===== src/rtl/branch_predictor.sv =====
// Direct-mapped branch target predictor with 2-bit saturating counters.
// Zero-latency lookup for fetch, trained by resolved outcomes from execute.
module branch_predictor #(
   parameter int ENTRIES = 16
) (
   input  logic        clk,
   input  logic        rst_n,
   input  logic [31:0] if_pc,
   output logic        pred_taken,
   output logic [31:0] pred_target,
   input  logic        upd_valid,
   input  logic [31:0] upd_pc,
   input  logic        upd_branch,
   input  logic        upd_jump,
   input  logic        upd_taken,
   input  logic [31:0] upd_target,
   input  logic        upd_pred_taken,
   input  logic [31:0] upd_pred_target,
   output logic        mispredict,
   output logic [31:0] branch_count,
   output logic [31:0] mispredict_count
);

   localparam int IDX_W = (ENTRIES > 1) ? $clog2(ENTRIES) : 1;
   localparam int TAG_W = 30 - IDX_W;

   logic             valid_q  [ENTRIES];
   logic [TAG_W-1:0] tag_q    [ENTRIES];
   logic [31:0]      target_q [ENTRIES];
   logic             jump_q   [ENTRIES];
   logic [1:0]       ctr_q    [ENTRIES];

   logic [IDX_W-1:0] lk_idx, up_idx;
   logic [TAG_W-1:0] lk_tag, up_tag;
   logic             lk_hit, up_hit;
   logic             qualified, actual_taken, mispredict_raw;

   assign lk_idx = if_pc[IDX_W+1:2];
   assign lk_tag = if_pc[31:IDX_W+2];
   assign up_idx = upd_pc[IDX_W+1:2];
   assign up_tag = upd_pc[31:IDX_W+2];

   // Lookup reads registered contents only, so a same-cycle update is seen next cycle.
   assign lk_hit      = valid_q[lk_idx] && (tag_q[lk_idx] == lk_tag);
   assign pred_taken  = rst_n && lk_hit && (jump_q[lk_idx] || ctr_q[lk_idx][1]);
   assign pred_target = pred_taken ? target_q[lk_idx] : (if_pc + 32'd4);

   assign up_hit       = valid_q[up_idx] && (tag_q[up_idx] == up_tag);
   assign qualified    = upd_valid && (upd_branch || upd_jump);
   assign actual_taken = upd_jump || (upd_branch && upd_taken);

   assign mispredict_raw = qualified &&
                           ((upd_pred_taken != actual_taken) ||
                            (actual_taken && (upd_pred_target != upd_target)));
   assign mispredict     = rst_n && mispredict_raw;

   always_ff @(posedge clk or negedge rst_n) begin
      if (!rst_n) begin
         for (int i = 0; i < ENTRIES; i++) begin
            valid_q[i]  <= 1'b0;
            tag_q[i]    <= '0;
            target_q[i] <= '0;
            jump_q[i]   <= 1'b0;
            ctr_q[i]    <= 2'b01;
         end
      end else if (qualified) begin
         if (up_hit) begin
            // Jumps train only target and is_jump; the counter follows conditional branches.
            if (upd_branch && !upd_jump) begin
               if (upd_taken && ctr_q[up_idx] != 2'b11)
                  ctr_q[up_idx] <= ctr_q[up_idx] + 2'b01;
               else if (!upd_taken && ctr_q[up_idx] != 2'b00)
                  ctr_q[up_idx] <= ctr_q[up_idx] - 2'b01;
            end
            if (actual_taken)
               target_q[up_idx] <= upd_target;
            jump_q[up_idx] <= upd_jump;
         end else if (actual_taken) begin
            valid_q[up_idx]  <= 1'b1;
            tag_q[up_idx]    <= up_tag;
            target_q[up_idx] <= upd_target;
            jump_q[up_idx]   <= upd_jump;
            ctr_q[up_idx]    <= upd_jump ? 2'b11 : 2'b10;
         end
      end
   end

   always_ff @(posedge clk or negedge rst_n) begin
      if (!rst_n) begin
         branch_count     <= '0;
         mispredict_count <= '0;
      end else if (qualified) begin
         if (branch_count != 32'hFFFF_FFFF)
            branch_count <= branch_count + 32'd1;
         if (mispredict_raw && mispredict_count != 32'hFFFF_FFFF)
            mispredict_count <= mispredict_count + 32'd1;
      end
   end

endmodule


===== config.mk =====
export PLATFORM = sky130hd
export DESIGN_NAME = branch_predictor
export DESIGN_NICKNAME = d
export VERILOG_FILES = /design/src/rtl/branch_predictor.sv
export SDC_FILE = /design/constraint.sdc
export NUM_CORES = 2
export LEC_CHECK = 0
export CORE_ASPECT_RATIO = 1.4
export CORE_MARGIN = 1.5
export CORE_UTILIZATION = 62
export CTS_BUF_LIST = sky130_fd_sc_hd__clkbuf_4
export DETAILED_ROUTE_END_ITERATION = 7
export PLACE_DENSITY = 0.81
export SYNTH_ARGS = -nofsm -noshare
export SYNTH_HDL_FRONTEND = slang
export SYNTH_SLANG_ARGS = --single-unit
export TNS_END_PERCENT = 100

===== constraint.sdc =====
create_clock -name clk -period 6 [get_ports clk]
set_input_delay 1.2 -clock clk [delete_from_list [all_inputs] [get_ports clk]]
set_output_delay 1.2 -clock clk [all_outputs]
set_load 0.005 [all_outputs]

Word-level counts from Yosys, hierarchy flattened
Index checks and enable logic that the tools add are counted.
Widths: inputs -> output; s select.
{"block": "word_totals", "output_inout_bits": 98, "input_bits": 135, "register_bits": 1056}
{"block": "op_classes", "bitwise": 4, "order_cmp": 3, "reduce_logical": 28, "muxes": 47, "n_eq_ne": 9, "add_sub_neg": 5}
{"operator": "$bwmux 512", "n": 1}
{"operator": "$bwmux 416", "n": 1}
{"operator": "$mux 32", "n": 9}
{"operator": "$bmux 26 s4", "n": 2}
{"operator": "$mux 26", "n": 5}
{"operator": "$bmux 32 s4", "n": 1}
{"operator": "$demux 32 s4", "n": 1}
{"operator": "$demux 26 s4", "n": 1}
{"operator": "$bwmux 32", "n": 3}
{"operator": "$add 32x1->32 const B", "n": 2}
{"operator": "$ne 32x32->1 const B", "n": 2}
{"operator": "$eq 26x26->1", "n": 2}
{"operator": "$add 32x3->32 const B", "n": 1}
{"operator": "$mux 16", "n": 2}
{"operator": "$ne 32x32->1", "n": 1}
{"operator": "$bmux 2 s4", "n": 2}
{"operator": "$bwmux 16", "n": 1}
{"operator": "$or 16x16->16", "n": 1}
{"operator": "$logic_and 1x1->1", "n": 14}
{"operator": "$bmux 1 s4", "n": 3}
{"operator": "$ge 5x5->1 const B", "n": 2}
{"operator": "$mux 2", "n": 5}
{"operator": "$not 4->5", "n": 2}
{"operator": "$demux 2 s4", "n": 1}
{"operator": "16 further kinds", "n": 31}

Logic depth before layout (Yosys ltp)
{"block": "depth", "depth_word": 10, "ltp_mapped": 16}

Least setup slack after synthesis
No wires, ideal clock.
{"block": "synth_path", "path_type": "input to output", "from": "input port if_pc[2]", "to": "output port pred_target[23]", "setup_slack_ps": 416, "arrival_time_ps": 4384, "required_ps": 4800, "stages": 11, "cell_sequence": "buf_2 buf_1 mux4_2 a211oi_1 a21oi_1 xor2_1 nor4_1 nand4_1 nor4_2 buf_2 mux2_2"}
{"block": "synth_between", "elab_chain_len": 9, "word_cells_on_any_way": 23, "cone_classes": "add/sub: 1; eq/ne: 1; mux: 16; bitwise: 1; reduce/logical: 4"}
{"element": "from (decl)", "line": "8", "source": "input logic [31:0] if_pc,"}
{"element": "$not 4->5 (implied by the code) (*)", "line": "44, 45"}
{"element": "$bmux 26 s4", "line": "44", "source": "assign lk_hit = valid_q[lk_idx] && (tag_q[lk_idx] == lk_tag);"}
{"element": "$mux 26 (implied by the code) (2 in series)", "line": "44"}
{"element": "$eq 26x26->1", "line": "44"}
{"element": "$logic_and 1x1->1", "line": "44"}
{"element": "$logic_and 1x1->1", "line": "45", "source": "assign pred_taken = rst_n && lk_hit && (jump_q[lk_idx] || ctr_q[lk_idx][1]);"}
{"element": "$logic_and 1x1->1 (*)", "line": "45"}
{"element": "via pred_taken", "line": "9", "source": "output logic pred_taken,"}
{"element": "$mux 32 (*)", "line": "46", "source": "assign pred_target = pred_taken ? target_q[lk_idx] : (if_pc + 32'd4);"}
{"element": "to (decl)", "line": "10", "source": "output logic [31:0] pred_target,"}
Mark *: on every way through the listed nets, which the timed path passes. The rest lies on a longest branch. The select of a mux whose other input is x is not followed.

Final worst setup path
{"block": "layout_path", "from": "input port if_pc[2]", "to": "output port pred_target[14]"}
{"block": "layout_between", "elab_chain_len": 9, "word_cells_on_any_way": 23, "cone_classes": "add/sub: 1; eq/ne: 1; mux: 16; bitwise: 1; reduce/logical: 4"}
{"element": "$not 4->5 (implied by the code)", "line": "44, 45, 46"}
{"element": "$bmux 26 s4", "line": "44"}
{"element": "$mux 26 (implied by the code) (2 in series)", "line": "44"}
{"element": "$eq 26x26->1", "line": "44"}
{"element": "$logic_and 1x1->1", "line": "44"}
{"element": "$logic_and 1x1->1 (2 in series)", "line": "45"}
{"element": "$mux 32 (*)", "line": "46"}
Every way passes the cells marked *; elsewhere a longest branch is shown, timed or not. The select of a mux whose other input is x is not followed.

==> flow_metrics.py <==
metrics = {
    "timing": {
        "relSlewSlack": 0.237,
        "period_share": 1.00,
        "hold_ws_ns": 0.465,
        "hold_viol": 0,
        "setup_viol": 1,
        "period_minus_slack_ns": 6.00,
        "fin_skew_ns": 0.103,
        "fmax_mhz": 167,
        "drv_slew": 0,
        "setup_slack_ns": -0.000277,
        "rsz0062_at_grt": "true",
        "worstMarginPinSlew_ns": 1.14,
    },
    "clock_tree": {
        "cts_buffers": 278,
        "insertion_delay_ns": 1.27,
        "path_clk_slew_ns": 0.07,
        "cts_max_level": 5,
        "cts_tree": "done",
        "clk_path_buf_depth": 4,
        "ctsRootBufferMaster": "clkbuf_4",
        "clkSinkCount": 1056,
    },
    "route": {
        "wl_per_cell_um": 28.1,
        "viasPerCell": 6.60,
        "via_count": 34807,
        "antenna_left": 0,
        "wirelength_um": 148000,
        "dr.pass1.iters": 5,
        "drt_iter0_markers": 3150,
        "drc": 0,
    },
    "global_routing": {
        "grt_pass1_wl_um": 226000,
        "first_global_vias": 37263,
        "grt-ovfl-total": 0,
        "grt_use_met2": 0.571,
        "grt_use_met3": 0.0796,
        "grt_usage": 0.348,
        "antenna_found_initial": 6,
        "grt_max_degree": 186,
        "gr-usage-met1": 0.423,
        "grt.busiest_layer": "met2",
    },
    "worst_setup_path": {
        "critPathBufInv": 7,
        "timing.rr.end": "ctr_q[13]$_DFFE_PN0P_",
        "crit_type": "in -> out",
        "crit_family": "buffers and inverters",
        "critPathLaunchType": "input pin",
        "crit_path_top_delay_cell": "mux4_2",
        "rrSetupSlack_ns": 2.03,
        "timing.rr.start": "tag_q[22]$_DFFE_PN0P_",
        "endpoint": "pred_target[14]",
        "path_depth": 16,
        "worstRegToRegCells": 10,
        "cp.required_ns": 4.80,
        "critPathMaxStageDelay_ns": 0.49,
        "crit_path_end_kind": "primary output",
        "crit_path_frequent_cell": "buf_12",
        "cp.arrival_ns": 4.80,
        "crit_start": "if_pc[2]",
        "crit_path_max_fanout": 16,
        "crit_chain": "buf_12 -> buf_4 -> mux4_2 -> nor2b_4 -> a211oi_2 -> a21oi_2 -> xor2_1 -> nor4_2 -> buf_4 -> nand4_1 -> nor4_4 -> buf_12 -> buf_12 -> clkbuf_16 -> mux2_2 -> dlygate4sd2_1",
    },
    "floorplanning": {
        "core_um2": 84700,
        "placementRows": 126,
        "die-area_um2": 87500,
        "io_pins": 233,
        "initial_core_util": 0.628,
        "fp.dieH_um": 349,
        "fp.dieW_um": 250,
    },
    "power_and_ir_drop": {
        "vdd_drop_max_mv": 0.234,
        "leakagePower_nw": 26.8,
        "power_density_nw_per_um2": 322,
    },
    "yosys": {
        "synth_edf_count": 0,
        "yosysSeqAreaShare": 0.498,
        "synth_seq_cells": 1056,
        "synth_warnings": 0,
        "async_flop_share": 1.00,
        "yosys.area.top_type": "dfrtp_1",
        "synth_area_um2": 53100,
        "synthCells": 3580,
        "netlist.area_leader.share": 0.490,
        "syn_area_per_cell_um2": 14.8,
        "synth_cell_type_count": 63,
        "synth_nets": 3720,
        "synth_ff_type": "dfrtp_1",
        "ys_top_cells_by_area": "dfrtp_1, mux2_2, mux4_2",
    },
    "final_layout": {
        "fin_cells": 5272,
        "drive_gt1_frac": 0.463,
        "synthToLayoutAreaGrowth_pct": 15.4,
        "num-nets-final": 4160,
        "fin_util": 0.724,
    },
    "placement": {
        "hpwl_um": 94500,
        "portBuffers": 230,
        "routabilityCongestion": 0.912,
        "dp.cells": 4811,
    },
    "run": {
        "maxCapViolations": 0,
    },
    "min_path": {
        "hold_path_class": "in -> async",
    },
    "run_status": {
        "violations": "setup timing",
        "run_status": "finished with violations",
    },
}
## worst min path at each step
stage,startpoint,endpoint,slack [ns],cells past startpoint
after global placement,valid_q[0]$_DFFE_PN0P_,valid_q[0]$_DFFE_PN0P_,0.46,1
after detailed placement,valid_q[10]$_DFFE_PN0P_,valid_q[10]$_DFFE_PN0P_,0.47,1
final,rst_n,branch_count[13]$_DFFE_PN0P_,0.47,2
after floorplan,valid_q[13]$_DFFE_PN0P_,valid_q[13]$_DFFE_PN0P_,0.45,1
after global routing,rst_n,tag_q[348]$_DFFE_PN0P_,0.41,2
after CTS,rst_n,branch_count[13]$_DFFE_PN0P_,0.40,2
## registers in the layout (all words and copies together), names as in the netlist
name              count
tag_q               416
valid_q              16
ctr_q                32
branch_count         32
jump_q               16
mispredict_count     32
target_q            512
## through the flow
step           setup TNS, ns  power (mW)  worst slack, ns  area (µm²)
4_1_cts              -0.0861        19.8          -0.0861       61100
3_5_place_dp           -7.38        13.9           -0.302       57800
6_report           -0.000277        19.8        -0.000277       61300
3_3_place_gp           -7.32        13.7           -0.269       57800
5_1_grt                -5.28        20.7           -0.226       61300
2_1_floorplan              0        12.4            0.416       53100
## layout make-up
class | instances | area (µm²)
Antenna cell | 12 | 30.0
Timing Repair Buffer | 457 | 4670
Fill cell | 5427 | 23400
Tap cell | 1088 | 1360
Sequential cell | 1056 | 26400
Clock inverter | 35 | 140
Clock buffer | 397 | 2980
Inverter | 24 | 90.1
Multi-Input combinational cell | 2203 | 25600
## what timing repair did
| action | CTS | global route |
|---|---|---|
| hold buffers | 1 | 0 |
| hold endpoints to repair | 31 | 0 |
| resized for setup | 43 | 76 |
| cloned | 0 | 2 |
| endpoints found under the setup margin | 33 | 32 |
| buffers inserted | 11 | 3 |
| pin swaps | 5 | 3 |
## synth_stat cells, types with 15 or more instances
master,count
clkbuf_1,172
a21boi_0,15
inv_1,23
nand2_1,109
nor2_1,76
dfrtp_1,1040
buf_1,19
mux2_1,143
a211oi_1,20
mux2_4,15
mux2i_1,86
nand3_1,43
buf_2,84
mux2_2,807
dfstp_2,16
a21oi_1,23
o21ai_0,71
mux4_2,381
nand4_1,29
nor3_1,16
xnor2_1,109
nor2b_1,19
xor2_1,70
## cells in the final DEF (no fill, tap or decap), types with 14 or more instances in the layout
cell             instances
dfrtp_1               1040
mux2_2                 790
clkbuf_4               397
mux4_2                 381
clkdlybuf4s50_1        189
buf_4                  173
mux2_1                 143
xnor2_1                109
nand2_1                109
mux2i_1                 86
o21ai_0                 71
xor2_1                  70
nor2_1                  60
buf_12                  51
nand3_1                 42
mux2_4                  32
nand4_1                 29
clkinv_1                26
inv_1                   23
a21oi_1                 21
nor2b_1                 18
a211oi_1                17
nor3_1                  16
nor2_4                  16
dfstp_2                 16
a21boi_0                15
nand2b_1                14
## cells by family (layout without fill, tap and decap cells)
group | after synthesis | after routing | synth area share
mux | 1432 | 1432 | 0.383
flops | 1056 | 1056 | 0.498
simple gates | 377 | 377 | 0.0352
buf+inv | 321 | 913 | 0.0272
compound gates | 210 | 210 | 0.0262
xor+xnor | 179 | 179 | 0.0295
fa+ha+maj | 5 | 5 | 0.00118
other cells | 0 | 12 | 0
## report_power, final
part	total [mW]	switching, mW	internal (mW)
logic	4.24	1.66	2.58
registers	9.65	0.996	8.65
clock network	5.86	2.86	3.00
## per-layer routing
metal / up-vias / wire (µm)
met1: 18318 / 54100
met4: 6 / 8740
met5: - / 44
met2: 1609 / 74000
met3: 436 / 11100
li1: 14438 / -
Note: power is estimated with default switching activity, not from simulation.
